File: src/rtl/flag_unit.sv
// Z/V/N condition-flag register fed by the EX-stage ALU result, with per-opcode write masks,
// plus the one-cycle branch-flag hazard detector for the conditional branch in ID.
module flag_unit (
   input  logic        clk,
   input  logic        rst,
   input  logic        ex_valid,
   input  logic        ex_stall,
   input  logic        ex_flush,
   input  logic [3:0]  ex_opcode,
   input  logic [15:0] ex_result,
   input  logic        ex_ovfl,
   input  logic        id_valid,
   input  logic [3:0]  id_opcode,
   input  logic [2:0]  id_cond,
   output logic [2:0]  F,
   output logic        flag_hazard
);

   logic       cls_zvn_s;
   logic       cls_z_s;
   logic       ex_writer_s;
   logic       upd_s;
   logic [2:0] f_nxt_s;
   logic [2:0] f_r;
   logic       id_br_s;
   logic       ex_wr_any_s;
   logic       ex_wr_v_s;

   // Decode the EX opcode into its flag-write class.
   always_comb begin
      cls_zvn_s = 1'b0;
      cls_z_s   = 1'b0;
      case (ex_opcode)
         4'b0000, 4'b0001: cls_zvn_s = 1'b1;
         4'b0010, 4'b0100,
         4'b0101, 4'b0110: cls_z_s   = 1'b1;
         default: begin
            cls_zvn_s = 1'b0;
            cls_z_s   = 1'b0;
         end
      endcase
   end

   assign ex_writer_s = cls_zvn_s | cls_z_s;
   assign upd_s       = ex_valid & ~ex_stall & ~ex_flush & ex_writer_s;

   // Next flag value: Z for any writer, V and N only for the add/sub class; others hold.
   always_comb begin
      f_nxt_s = f_r;
      if (upd_s) begin
         f_nxt_s[2] = (ex_result == 16'h0000);
         if (cls_zvn_s) begin
            f_nxt_s[1] = ex_ovfl;
            f_nxt_s[0] = ex_result[15];
         end else begin
            f_nxt_s[1] = f_r[1];
            f_nxt_s[0] = f_r[0];
         end
      end else begin
         f_nxt_s = f_r;
      end
   end

   // Flag register; reset discards any write presented in the same cycle.
   always_ff @(posedge clk) begin
      if (rst) begin
         f_r <= 3'b000;
      end else begin
         f_r <= f_nxt_s;
      end
   end

   assign F = f_r;

   // Stall is ignored here: a stalled EX already holds ID, and the writer is still pending.
   assign id_br_s     = id_valid & (id_opcode[3:1] == 3'b110) & (id_cond != 3'b111);
   assign ex_wr_any_s = ex_valid & ~ex_flush & ex_writer_s;
   assign ex_wr_v_s   = ex_valid & ~ex_flush & cls_zvn_s;

   // Condition 110 reads V alone, so only a V writer in EX blocks it.
   always_comb begin
      flag_hazard = 1'b0;
      if (id_cond == 3'b110) begin
         flag_hazard = id_br_s & ex_wr_v_s;
      end else begin
         flag_hazard = id_br_s & ex_wr_any_s;
      end
   end

endmodule

File: config.mk
export PLATFORM = sky130hd
export DESIGN_NAME = flag_unit
export DESIGN_NICKNAME = d
export VERILOG_FILES = /design/src/rtl/flag_unit.sv
export SDC_FILE = /design/constraint.sdc
export NUM_CORES = 1
export LEC_CHECK = 0
export ABC_AREA = 1
export ABC_CLOCK_PERIOD_IN_PS = 800
export CAP_MARGIN = 15
export CORE_AREA = 2 2 39 41
export CTS_BUF_LIST = sky130_fd_sc_hd__clkbuf_16
export CTS_CLUSTER_DIAMETER = 30
export DETAILED_ROUTE_END_ITERATION = 16
export DIE_AREA = 0 0 41 43
export PLACE_DENSITY = 0.78
export SYNTH_ARGS = -nofsm -noshare
export SYNTH_HDL_FRONTEND = slang
export SYNTH_SLANG_ARGS = --single-unit
File: constraint.sdc
create_clock -name clk -period 0.8 [get_ports clk]
set_input_delay 0.08 -clock clk [delete_from_list [all_inputs] [get_ports clk]]
set_output_delay 0.08 -clock clk [all_outputs]
set_load 0.005 [all_outputs]
==> metrics, run 1 <==
status finished clean; worst slew pin tran roughly 0.17 ns; Vias 511; total iterations of the first detailed-routing run 4; FF-to-FF setup slack 0.07 ns; Clk pwr share about two thirds; Skew-Pair Late Insertion Delay between 0.2 and 0.25 ns; Antenna Nets Post-Route 0; vias in the first global route roughly 530; skew final 0 ns; Slowest-stage cell, CP nor3_4; syn_area_per_cell 5.03 sq um; gr ovfl total 0; max reg flops 3; clock sink total 3; Worst Path Required 0.72 ns; Logic pwr share about a fifth; CP peak stage delay 0.20 ns; GP Congestion 0.618; Reg2Reg Depth 5; WHS Path Cells 5; worst vdd rail ir drop 1.02 mV; Worst setup SP type input port; design internal power 0.000954 W; final wirelength approximately 1.1 mm; CTS tree yes; hold worst-path end F[0]; Hold Vio Cnt, Final 0; sequential cell fraction of total power a little over an eighth; Die Height ~43 um; number of buffers created by CTS 3; num rows 14; Final min period between 0.7 and 0.8 ns; first-pass GRT wire length between 1.5 and 2 mm; largest net degree at the start of global routing 5; CP delay by family, top simple AND/OR/NAND/NOR gates; Syn Nets 93; Leak Pwr approximately 0.57 nW; initial antenna violation count 0; final-layout fill cell count 140; core footprint 1380 sq um; clock slew at reported path FFs about 0.03 ns; worst hold path type input port to flip-flop; synth top area cells nand2_1, dfxtp_1, nor2_1, inv_1, nand3_1; Critical Path End Type output pin; worst flop-to-flop path startpoint F[2]; top-area cell type share of the netlist area 21.5%; die width between 40 and 50 um; final std cells w/o fill approximately 130; min-delay src ex_result[15]; setup TNS 0 ns; fraction of layout cells with a size suffix above 1 between 40% and 50%; Seq/Total Area, Yosys 20.3%; Sw Ratio a little under a fifth; # H-tree levels 1; reg2reg end F[2]; Bufs and invs on worst path 2; Pwr Density 1340 nW/um^2; cell count after placement approximately 120; first-iteration detailed-routing DRC count 1; drt drc 0; Mapped Cells 59; Worst EP arrival 0.65 ns; Seq cells post-synth 3; Net count, final around 140; routed vias/inst about 4.1; clock buffer depth 2; Port Buf Inserts 36; initial core utilization 21.4%; Total Routing Usage GR between 10% and 20%; IO Count 38; Net Switching 0.000224 W; full die area approximately 1800 sq um; Pins Over Slew Limit 0; Worst Path Max Fanout 2; Max Clock Freq approximately 1400 MHz; CTS Hold Bufs 0; synth unique cells 13; CTS Root Buffer Type clkbuf_16; Rel. slew slack 89.0%; final setup vio count 0; drt wl/cell 9.06 um; critical-path cell list buf_6 -> nor3_4 -> a21oi_2 -> nor2_1 -> buf_2; detailed placement HPWL 840 um; crit share post-route 91.8%; YS warnings 0; Synth Cell Area ~300 sq um; Syn-to-layout area delta 196%; RSZ-0062 raised after global routing true; WS Path Type input port to output pin; max_cap viols 0; ANT cells 0; post-synth top area cell nand2_1
## cells in the final DEF, fill, tap and decap left out
cell / count
dlymetal6s2s_1: 16
nand2_2: 5
clkinv_1: 1
clkbuf_2: 5
nor2_4: 1
nand4_1: 1
nand3_1: 2
nand2_4: 1
inv_4: 1
nand3_4: 1
nor2_1: 12
clkbuf_16: 3
dlygate4sd2_1: 4
inv_2: 5
nor3_4: 1
nand2_1: 12
buf_4: 10
a21oi_2: 1
buf_6: 4
inv_1: 9
a21oi_1: 1
buf_2: 5
nor2_2: 2
nor3_2: 1
clkdlybuf4s50_1: 2
dfxtp_2: 3
## routing by layer
metal,track usage [%],part of all wire [%]
met5,0,0
met4,2.00,0
met1,15.4,35
met2,26.9,58
met3,4.71,7.6
## cells by family (layout without fill, tap and decap cells)
logic type | count (synthesis) | count (layout) | synth area share [%]
buffers and inverters | 15 | 65 | 19.0
AOI/OAI and AO/OA | 2 | 2 | 3.38
and+or+nand+nor | 39 | 39 | 57.4
DFF | 3 | 3 | 20.3
## worst min-delay path, cell delays in order
cell and delay [ns]:
dlymetal6s2s_1 0.13, inv_1 0.05, nand3_1 0.06, nand2_1 0.06, nor2_1 0.04
## power groups by stage
stage,combinational [W],clock [W],sequential [W]
3_3_place_gp,0.000226,0,0.000156
3_5_place_dp,0.000232,0,0.000156
4_1_cts,0.000239,0.000796,0.000154
5_1_grt,0.000269,0.000812,0.000154
6_report,0.000244,0.000780,0.000154
2_1_floorplan,0.0000490,0,0.000156
## repair_timing
item / 4_1_cts / 5_1_grt
pin swaps: 17 / 29
resized for setup: 57 / 41
setup endpoints to repair: 7 / 4
setup buffers: 7 / 0
## synthesized netlist by cell type
cell	instances
nand4_1	1
nor2_4	1
nor3_2	1
nand2_2	1
dfxtp_1	3
nand2_1	17
nor3_1	1
a21oi_1	2
inv_1	11
inv_2	3
nor2_1	14
clkinv_1	1
nand3_1	3
## how the worst max path moves through the flow
stage	start	endpoint	slack [ns]	cells after the start
final	ex_opcode[3]	flag_hazard	0.07	5
after global placement	ex_valid	flag_hazard	-0.74	6
after floorplan	F[2]	F[2]	0.15	4
after CTS	ex_flush	flag_hazard	-0.03	7
after detailed placement	ex_valid	flag_hazard	-0.75	6
after global routing	ex_flush	flag_hazard	-0.03	7
## cell type report
type,instances,area [sq um],area share [%]
Clock buffer,3,75.1,8.56
Multi-Input combinational cell,41,230,26.2
Sequential cell,3,63.8,7.28
Clock inverter,1,3.75,0.428
Timing Repair Buffer,46,425,48.5
Inverter,15,58.8,6.70
Tap cell,16,20.0,2.28
## metrics by stage
step	hold slack, ns	cell area, sq um	utilization (%)	worst slack [ns]	power, W
after floorplan	0.218	297	-	0.147	0.000205
after global placement	0.614	714	51.6	-0.745	0.000382
after detailed placement	0.621	714	51.6	-0.748	0.000387
after CTS	0.293	822	59.4	-0.0298	0.00119
after global routing	0.301	877	63.4	-0.0348	0.00123
final	0.243	877	63.4	0.0659	0.00118
(Power assumes the default switching activity.)
==> run 2, diff against run 1 <==
--- a/config.mk
+++ b/config.mk
@@ -13,7 +13,7 @@
 export CTS_CLUSTER_DIAMETER = 30
 export DETAILED_ROUTE_END_ITERATION = 16
 export DIE_AREA = 0 0 41 43
-export PLACE_DENSITY = 0.78
+export PLACE_DENSITY_LB_ADDON = 0.05
 export SYNTH_ARGS = -nofsm -noshare
 export SYNTH_HDL_FRONTEND = slang
 export SYNTH_SLANG_ARGS = --single-unit
==> run 2 against run 1 <==
  * Sequential power about the same
  * Non-clock buffer count unchanged
  * Die area unchanged
  * Total power decreased by 0.70%
  * Fmax decreased by 7.5%
  * Worst setup slack got worse by 0.060 ns
  * Sequential cell count unchanged
==> metrics, run 2 (synthesis results as in run 1) <==
FF/Latch Area 63.8 sq um (unchanged); GP Congestion 0.585 (-5.4%); worst hold path type input port to flip-flop; drt wl/cell 8.38 um (-7.6%); reg2reg end F[2]; Final min period 0.794 ns (+0.0600 ns); largest net degree at the start of global routing 5 (unchanged); critical-path cell list buf_6 -> inv_4 -> nand2_4 -> nor3_2 -> nand4_1 -> nor2_1 -> buf_2; final setup vio count 0 (unchanged); Worst Path Required 0.72 ns (about the same); Slowest-stage cell, CP nor3_2; WS Path Type input port to output pin; first-iteration detailed-routing DRC count 0 (-1); Post-DP Area 729 sq um (+2.1%); clock buffer depth 2 (unchanged); Hold Vio Cnt, Final 0 (unchanged); drt drc 0 (unchanged); detailed placement HPWL 735 um (-12%); worst vdd rail ir drop 1.37 mV (+34%); Total Routing Usage GR 12.8% (-1.8 points); clock sink total 3 (unchanged); CTS Root Buffer Type clkbuf_16; Reg2Reg Depth 5 (unchanged); Net count, final 144 (unchanged); Pwr Density 1370 nW/um^2 (+2.2%); Skew-Pair Late Insertion Delay 0.22 ns (about the same); sequential cell fraction of total power 13.2% (about the same); IO Count 38 (unchanged); FF-to-FF setup slack 0.07 ns (about the same); Rel. slew slack 88.3% (-0.62 points); first-pass GRT wire length 1.53 mm (-16%); Die Height 43 um (unchanged); # H-tree levels 1 (unchanged); clock slew at reported path FFs 0.03 ns (about the same); Worst EP arrival 0.71 ns (+0.06 ns); routed vias/inst 4.16 (+1.8%); Vias 520 (+1.8%); Sw Ratio 18.8% (-0.24 points); Worst setup SP type input port; WHS Path Cells 8 (+3); initial core utilization 21.4% (unchanged); Leak Pwr 0.546 nW (-4.6%); total iterations of the first detailed-routing run 1 (-3); fraction of layout cells with a size suffix above 1 34.9% (-10 points); die width 41 um (unchanged); vias in the first global route 437 (-17%); initial antenna violation count 0 (unchanged); final-layout fill cell count 143 (+2.1%); Net Switching 0.000220 W (-1.9%); final wirelength 1.05 mm (-7.6%); core footprint 1380 sq um (unchanged); max reg flops 3 (unchanged); worst flop-to-flop path startpoint F[2]; gr ovfl total 0 (unchanged); Pins Over Slew Limit 0 (unchanged); status finished clean; Antenna Nets Post-Route 0 (unchanged); full die area 1760 sq um (unchanged); ANT cells 0 (unchanged); design internal power 0.000950 W (-0.40%); CTS tree yes; Power Total 0.00117 W (-0.70%); CP peak stage delay 0.15 ns (-0.05 ns); Max Clock Freq 1260 MHz (-7.5%); hold worst-path end F[2]; skew final 0 ns (unchanged); min-delay src ex_result[6]; Clk pwr share 67.3% (+1.1 points); RSZ-0062 raised after global routing true; Logic pwr share 19.5% (-1.2 points); worst slew pin tran 0.174 ns (+0.00891 ns); num rows 14 (unchanged); Multi-input gate area 213 sq um (-7.6%); max_cap viols 0 (unchanged); Critical Path End Type output pin; most frequent cells in the layout nand2_1, nor2_1, inv_1, dlymetal6s2s_1, buf_4; final hold slack 0.274 ns (+0.0307 ns); number of buffers created by CTS 3 (unchanged); crit share post-route 99.3% (+7.5 points); Syn-to-layout area delta 187%; Worst Path Max Fanout 2 (unchanged); Finished Cell Area 852 sq um (-2.9%); Port Buf Inserts 36 (unchanged)
-- run 2: how the worst max path moves through the flow --
stage	startpoint	endpoint	slack, ns	cells after the start
finish	ex_flush	flag_hazard	0.006	7
global route	ex_flush	flag_hazard	-0.04	7
CTS	ex_flush	flag_hazard	-0.02	7
detailed placement	ex_valid	flag_hazard	-0.76	6
global placement	ex_valid	flag_hazard	-0.73	6
floorplan	F[2]	F[2]	0.15	4
-- run 2: timing repair --
action,in CTS,in global routing
gates resized for setup,53,20
hold buffers,0,0
setup endpoints to repair,7,4
buffers inserted,5,0
pin swaps,14,22
gates cloned,0,0
-- run 2: worst max-delay path: cells and delay by family --
kind                   cells  cell delay (ns)
and+or+nand+nor            4             0.37
buffers and inverters      3             0.26
-- run 2: per-layer routing --
layer  up-vias  GRT usage [%]  wire (um)
li1        270              -          -
met1       225           13.4        355
met2        25           21.3        582
met3         0           6.28        108
met4         0           4.00          0
met5         -              0          0
-- run 2: cell type report --
cell class	count	area share, %
well taps	16	2.35
inverters	15	6.90
clock inverters	1	0.441
multi-input cells	41	25.0
clock buffers	3	8.81
flip-flops and latches	3	7.49
repair buffers	46	49.0
-- run 2: power groups by stage --
stage          Clock (W)  Combinational, W  Sequential, W
2_1_floorplan          0         0.0000490       0.000156
3_3_place_gp           0          0.000235       0.000156
3_5_place_dp           0          0.000237       0.000156
4_1_cts         0.000813          0.000231       0.000154
5_1_grt         0.000831          0.000252       0.000154
6_report        0.000788          0.000228       0.000154
-- run 2: metrics by stage --
step / setup slack [ns] / std cells / setup TNS (ns) / utilization [%]
2_1_floorplan: 0.147 / 59 / 0 / -
3_3_place_gp: -0.734 / 118 / -2.27 / 52.7
3_5_place_dp: -0.757 / 118 / -2.33 / 52.7
4_1_cts: -0.0200 / 126 / -0.0200 / 58.5
5_1_grt: -0.0399 / 125 / -0.0696 / 61.6
6_report: 0.00591 / 125 / 0 / 61.6
==> run 3, diff against run 2 <==
--- a/config.mk
+++ b/config.mk
@@ -13,7 +13,7 @@
 export CTS_CLUSTER_DIAMETER = 30
 export DETAILED_ROUTE_END_ITERATION = 16
 export DIE_AREA = 0 0 41 43
-export PLACE_DENSITY_LB_ADDON = 0.05
+export PLACE_DENSITY = 0.83
 export SYNTH_ARGS = -nofsm -noshare
 export SYNTH_HDL_FRONTEND = slang
 export SYNTH_SLANG_ARGS = --single-unit
==> run 3 against run 2 <==
  * The flow now finishes with violations (setup timing)
  * Fmax fell by 3.5%
  * Utilization fell by 1.3 points
  * Die area did not move
  * Cell area fell by 2.1%
  * Global-route usage rose by 1.0 points
  * Total power fell by 1.4%
  * Cell count rose by 0.80%
  * Sequential share of layout area barely moved
  * Clock power fell by 3.0%
  * Routed wire length rose by 2.1%
==> metrics, run 3 (synthesis results as in run 1) <==
fraction of layout cells with a size suffix above 1 37.3% (+2.4 points); final setup margin -0.0226 ns (-0.0285 ns); critical-path cell list buf_6 -> inv_4 -> nand2_4 -> nor3_2 -> nand4_1 -> nor2_1 -> buf_2; largest net degree at the start of global routing 5 (unchanged); status finished, violations left; Worst Path Max Fanout 2 (unchanged); max reg flops 3 (unchanged); routed vias/inst 4.06 (-2.5%); Pins Over Slew Limit 0 (unchanged); Hold Vio Cnt, Final 0 (unchanged); met1 global-route usage 15.0% (+1.6 points); clock slew at reported path FFs 0.03 ns (about the same); final std cells w/o fill 126 (+0.80%); met2 Usage GRT 24.4% (+3.1 points); initial core utilization 21.4% (unchanged); worst vdd rail ir drop 1.21 mV (-11%); Final min period 0.823 ns (+0.0285 ns); Rel. slew slack 89.4% (+1.1 points); first-pass GRT wire length 1.73 mm (+13%); failing checks setup timing; CTS tree yes; RSZ-0062 raised after global routing true; Multi-input gate area 213 sq um (unchanged); total iterations of the first detailed-routing run 3 (+2); max_cap viols 0 (unchanged); drt wl/cell 8.48 um (+1.3%); vias in the first global route 496 (+14%); Max Clock Freq 1220 MHz (-3.5%); Total Routing Usage GR 13.8% (+1.0 points); CP delay by family, top simple AND/OR/NAND/NOR gates; Leak Pwr 0.501 nW (-8.2%); core footprint 1380 sq um (unchanged); die width 41 um (unchanged); gr ovfl total 0 (unchanged); CTS Root Buffer Type clkbuf_16; GP Congestion 0.651 (+11%); cell count after placement 117 (-0.85%); clock buffer depth 2 (unchanged); met3 usage 5.24% (-1.0 points); Die Height 43 um (unchanged); Critical Path End Type output pin; Antenna Nets Post-Route 0 (unchanged); worst slew pin tran 0.158 ns (-0.0162 ns); drt drc 0 (unchanged); Port Buf Inserts 36 (unchanged); Worst setup SP type input port; FF/Latch Area 62.6 sq um (-2.0%); Post-DP Area 722 sq um (-1.0%); final wirelength 1.07 mm (+2.1%); CP peak stage delay 0.16 ns (about the same); first-iteration detailed-routing DRC count 2 (+2); # H-tree levels 1 (unchanged); Pwr Density 1380 nW/um^2 (+0.65%); Net count, final 145 (+0.69%); setup TNS -0.0290 ns (-0.0290 ns); worst hold path type input port to flip-flop; ANT cells 0 (unchanged); full die area 1760 sq um (unchanged); Worst EP arrival 0.74 ns (+0.03 ns); Bufs and invs on worst path 3 (unchanged); FF-to-FF setup slack 0.05 ns (-0.02 ns); CTS Hold Bufs 0 (unchanged); Power Total 0.00115 W (-1.4%); initial antenna violation count 0 (unchanged); clock sink total 3 (unchanged); final setup vio count 2 (+2); Worst Path Required 0.72 ns (about the same); skew final 0 ns (unchanged); GRT busiest layer met2; Skew-Pair Late Insertion Delay 0.22 ns (about the same); crit share post-route 103% (+3.6 points); detailed placement HPWL 799 um (+8.7%); most frequent cells in the layout nand2_1, nor2_1, inv_1, buf_4, clkdlybuf4s50_1; WS Path Type input port to output pin; Finished Cell Area 835 sq um (-2.1%); num rows 14 (unchanged); Syn-to-layout area delta 181%; IO Count 38 (unchanged); Vias 511 (-1.7%); number of buffers created by CTS 3 (unchanged); Slowest-stage cell, CP nor3_2; final-layout fill cell count 134 (-6.3%)
-- run 3: cell types whose count changed in the layout (fill, tap and decap cells not counted), moves of 2 or more --
cell,previous run,this run
clkdlybuf4s50_1,6,10
dlymetal6s2s_1,12,8
clkbuf_2,1,3
buf_4,9,11
clkdlybuf4s15_1,2,0
-- run 3: area by class of cell --
| cell class | instances | share of cell area [%] |
|---|---|---|
| Clock inverter | 1 | 0.450 |
| Multi-Input combinational cell | 41 | 25.5 |
| Clock buffer | 3 | 9.00 |
| Inverter | 15 | 7.05 |
| Timing Repair Buffer | 47 | 48.1 |
| Tap cell | 16 | 2.40 |
| Sequential cell | 3 | 7.50 |
-- run 3: final timing paths --
| path | start | cells past startpoint | end |
|---|---|---|---|
| setup / recovery | ex_flush | 7 | flag_hazard |
| hold / removal | ex_result[15] | 5 | F[0] |
| hold reg to reg | F[1] | 5 | F[1] |
| setup reg to reg | F[2] | 5 | F[2] |
-- run 3: report_power, final --
part / leakage, nW / internal, W / total (W) / switching (W)
combinational: 0.434 / 0.000155 / 0.000235 / 0.0000804
sequential: 0.0252 / 0.000153 / 0.000154 / 0.00000103
clock: 0.0423 / 0.000643 / 0.000764 / 0.000121
total: 0.501 / 0.000951 / 0.00115 / 0.000202
-- run 3: worst reg2reg max path, cell delays in order, from the launching register on --
cell	delay [ns]
dfxtp_2	0.31
buf_4	0.09
clkinv_1	0.04
a21oi_1	0.13
nand2_1	0.06
inv_1	0.04
-- run 3: through the flow --
step | util (%) | setup slack [ns] | hold slack [ns]
floorplan | - | 0.147 | 0.218
global placement | 52.2 | -0.742 | 0.604
detailed placement | 52.2 | -0.736 | 0.609
CTS | 58.7 | -0.0236 | 0.283
global route | 60.3 | -0.106 | 0.303
finish | 60.3 | -0.0226 | 0.256
-- run 3: layer usage --
layer	wire, um	up-vias
met2	615	23
li1	-	274
met3	93	0
met1	359	214
met5	0	-
met4	0	0
-- run 3: what timing repair did --
| item | 4_1_cts | 5_1_grt |
|---|---|---|
| setup buffers | 4 | 1 |
| resized for setup | 55 | 16 |
| pin swaps | 14 | 23 |
| setup endpoints to repair | 7 | 4 |
| hold endpoints to repair | 0 | 0 |
==> RTL change (config.mk and constraints of run 1) <==
Reset style: asynchronous (`rst`), changed in one clocked block.
--- a/src/rtl/flag_unit.sv
+++ b/src/rtl/flag_unit.sv
@@ -62,7 +62,7 @@
    end
 
    // Flag register; reset discards any write presented in the same cycle.
-   always_ff @(posedge clk) begin
+   always_ff @(posedge clk or posedge rst) begin
       if (rst) begin
          f_r <= 3'b000;
       end else begin
Check against the original RTL: differs if rst is asserted again (counterexample within 4 cycles, from zero or initial values and one cycle with rst high); with rst held inactive, the same outputs for 10 cycles.
==> RTL change against run 1 <==
Power up 0.69%. Final area down 11%. Routed wire length down 2.1%. Die area unchanged. Global-route usage down 3.8 points. Non-clock buffer count down 3. Synthesized area down 0.84%. Sequential share of layout area up 2.3 points. Sequential cell count unchanged. Critical path depth down 4. Setup slack worse by 0.053 ns. Clock power down 1%. Via count down 9.2%. Largest power group unchanged.
==> RTL change: results (changes against run 1) <==
Parameter                              Value

Place
  Routability Congestion    0.572 (-7.5%)
  DPL Wire Length    805 um (-4.2%)
  Cell count after placement    107 (-7.8%)
  Total of buffers placed on input and output ports    36 (unchanged)
  Worst Setup Slack post-DPL    -0.723 ns (+0.0255 ns)

Logic synthesis
  Leading post-synthesis cells by instance count    sky130_fd_sc_hd__nand2_1, sky130_fd_sc_hd__nor2_1, sky130_fd_sc_hd__inv_1
  Top area cells in the synthesized netlist    sky130_fd_sc_hd__dfrtp_1, sky130_fd_sc_hd__nand2_1, sky130_fd_sc_hd__nor2_1, sky130_fd_sc_hd__inv_1, sky130_fd_sc_hd__nand3_1
  Library cells used by synthesis    13 (unchanged)
  Synthesized netlist cell count    49 (-17%)
  Synthesized netlist net count    83 (-11%)
  Register area share after synthesis    25.5% (+5.3 points)
  Post-synth ARST share    100% (+100 points)
  Most frequently used flop master after synthesis    sky130_fd_sc_hd__dfrtp_1
  Total number of yosys warnings    0 (unchanged)

Timing
  Least-Margin Pin Slew    0.249 ns (+0.0841 ns)
  Final Skew    0 ns (unchanged)

Clock network
  CTS root buffer    sky130_fd_sc_hd__clkbuf_16
  Clock-pin slew reported for the worst setup and hold paths after clock tree synthesis    0.03 ns (about the same)
  H-tree levels    1 (unchanged)
  CTS Buffer Depth    2 (unchanged)
  Latest clock arrival within the worst-skew pair    0.22 ns (about the same)
  Total clock buffers created by CTS    3 (unchanged)

Global route
  Maximum number of pins on one net before global-route repair    5 (unchanged)
  Initial antenna violation count    0 (unchanged)
  Number of global-route vias before repair    400 (-24%)
  First-pass GRT wire length    1300 um (-29%)
  Total routing usage reported by global routing    10.9% (-3.8 points)

Setup path
  Critical path peak fanout    2 (unchanged)
  Worst R2R Path Depth    3 (-2)
  Longest individual stage delay on the worst path    0.36 ns (+0.16 ns)
  Slowest CP cell    sky130_fd_sc_hd__dfrtp_1
  FF-to-FF Start    F[1]
  Top cell family by delay on the critical path    flip-flops
  Startpoint of the most critical setup path    F[0]
  Worst Path Arrival    0.71 ns (+0.06 ns)

Drt
  Number of detailed-routing iterations run before antenna repair    2 (-2)
  Initial detailed-routing violation count    1 (unchanged)
  Wire length per cell after detailed routing    9.90 um (+9.2%)
  Total wire length after detailed routing    1110 um (-2.1%)
  Drt via density    4.14 (+1.3%)

Status
  Outcome    finished clean

Power and ir drop
  Leakage Power    0.501 nW (-12%)
  Peak supply drop    0.00139 V (+36%)

Final layout
  Antenna diode count    0 (unchanged)
  Fill cell total of the finished layout    141 (+0.71%)
  Net count, final    131 (-9.0%)
  Largest register FFs    3 (unchanged)
  Share of final-layout standard cells stronger than drive strength 1    35.4% (-9.5 points)

Worst hold path
  Worst min-delay path class    primary input to async pin
## RTL change: per-layer routing
metal / routed length (um) / GRT usage, % / up-vias
met5: 0 / 0 / -
met3: 147 / 3.66 / 0
met4: 0 / 8.00 / 0
met2: 640 / 19.7 / 25
li1: - / - / 243
met1: 321 / 8.44 / 196
## RTL change: cell type report
type / instances / share of cell area (%)
Sequential cell: 3 / 9.60
Timing Repair Buffer: 43 / 48.2
Multi-Input combinational cell: 39 / 26.2
Clock buffer: 3 / 9.60
Clock inverter: 1 / 0.480
Inverter: 7 / 3.36
Tap cell: 16 / 2.56
## RTL change: per-stage QoR
| stage | TNS (ns) | cell area (um^2) | utilization [%] | hold WS [ns] |
|---|---|---|---|---|
| 2_1_floorplan | 0 | 294 | - | -0.166 |
| 3_3_place_gp | -2.21 | 719 | 52.0 | 0.258 |
| 3_5_place_dp | -2.28 | 719 | 52.0 | 0.264 |
| 4_1_cts | -0.0245 | 763 | 55.2 | 0.0331 |
| 5_1_grt | -0.0797 | 782 | 56.5 | 0.0533 |
| 6_report | 0 | 782 | 56.5 | 0.0309 |
## RTL change: timing repair
item                                    in CTS  in global routing
buffers inserted                             0                  1
endpoints found under the setup margin       7                  7
gates resized for setup                     42                 32
pin swaps                                   11                 23
## RTL change: worst paths after layout
check / to / slack (ns)
max: F[0] / 0.01
min: F[0] / 0.03
min reg2reg: F[0] / 0.47
max reg2reg: F[1] / 0.10
min in group clk: F[0] / 0.23
max in group asynchronous: F[1] / 0.64
## RTL change: logic make-up (layout without fill, tap and decap cells)
logic type      count (synthesis)  in the layout  synth area share, %
simple gates                   37             37                 61.3
buf+inv                         7             54                 8.93
flops                           3              3                 25.5
compound gates                  2              2                 4.25
## RTL change: power by group
group | total, mW | leakage (nW) | internal [mW] | switching [mW]
clock network | 0.769 | 0.0423 | 0.643 | 0.126
logic | 0.248 | 0.418 | 0.163 | 0.0855
registers | 0.169 | 0.0409 | 0.164 | 0.00479
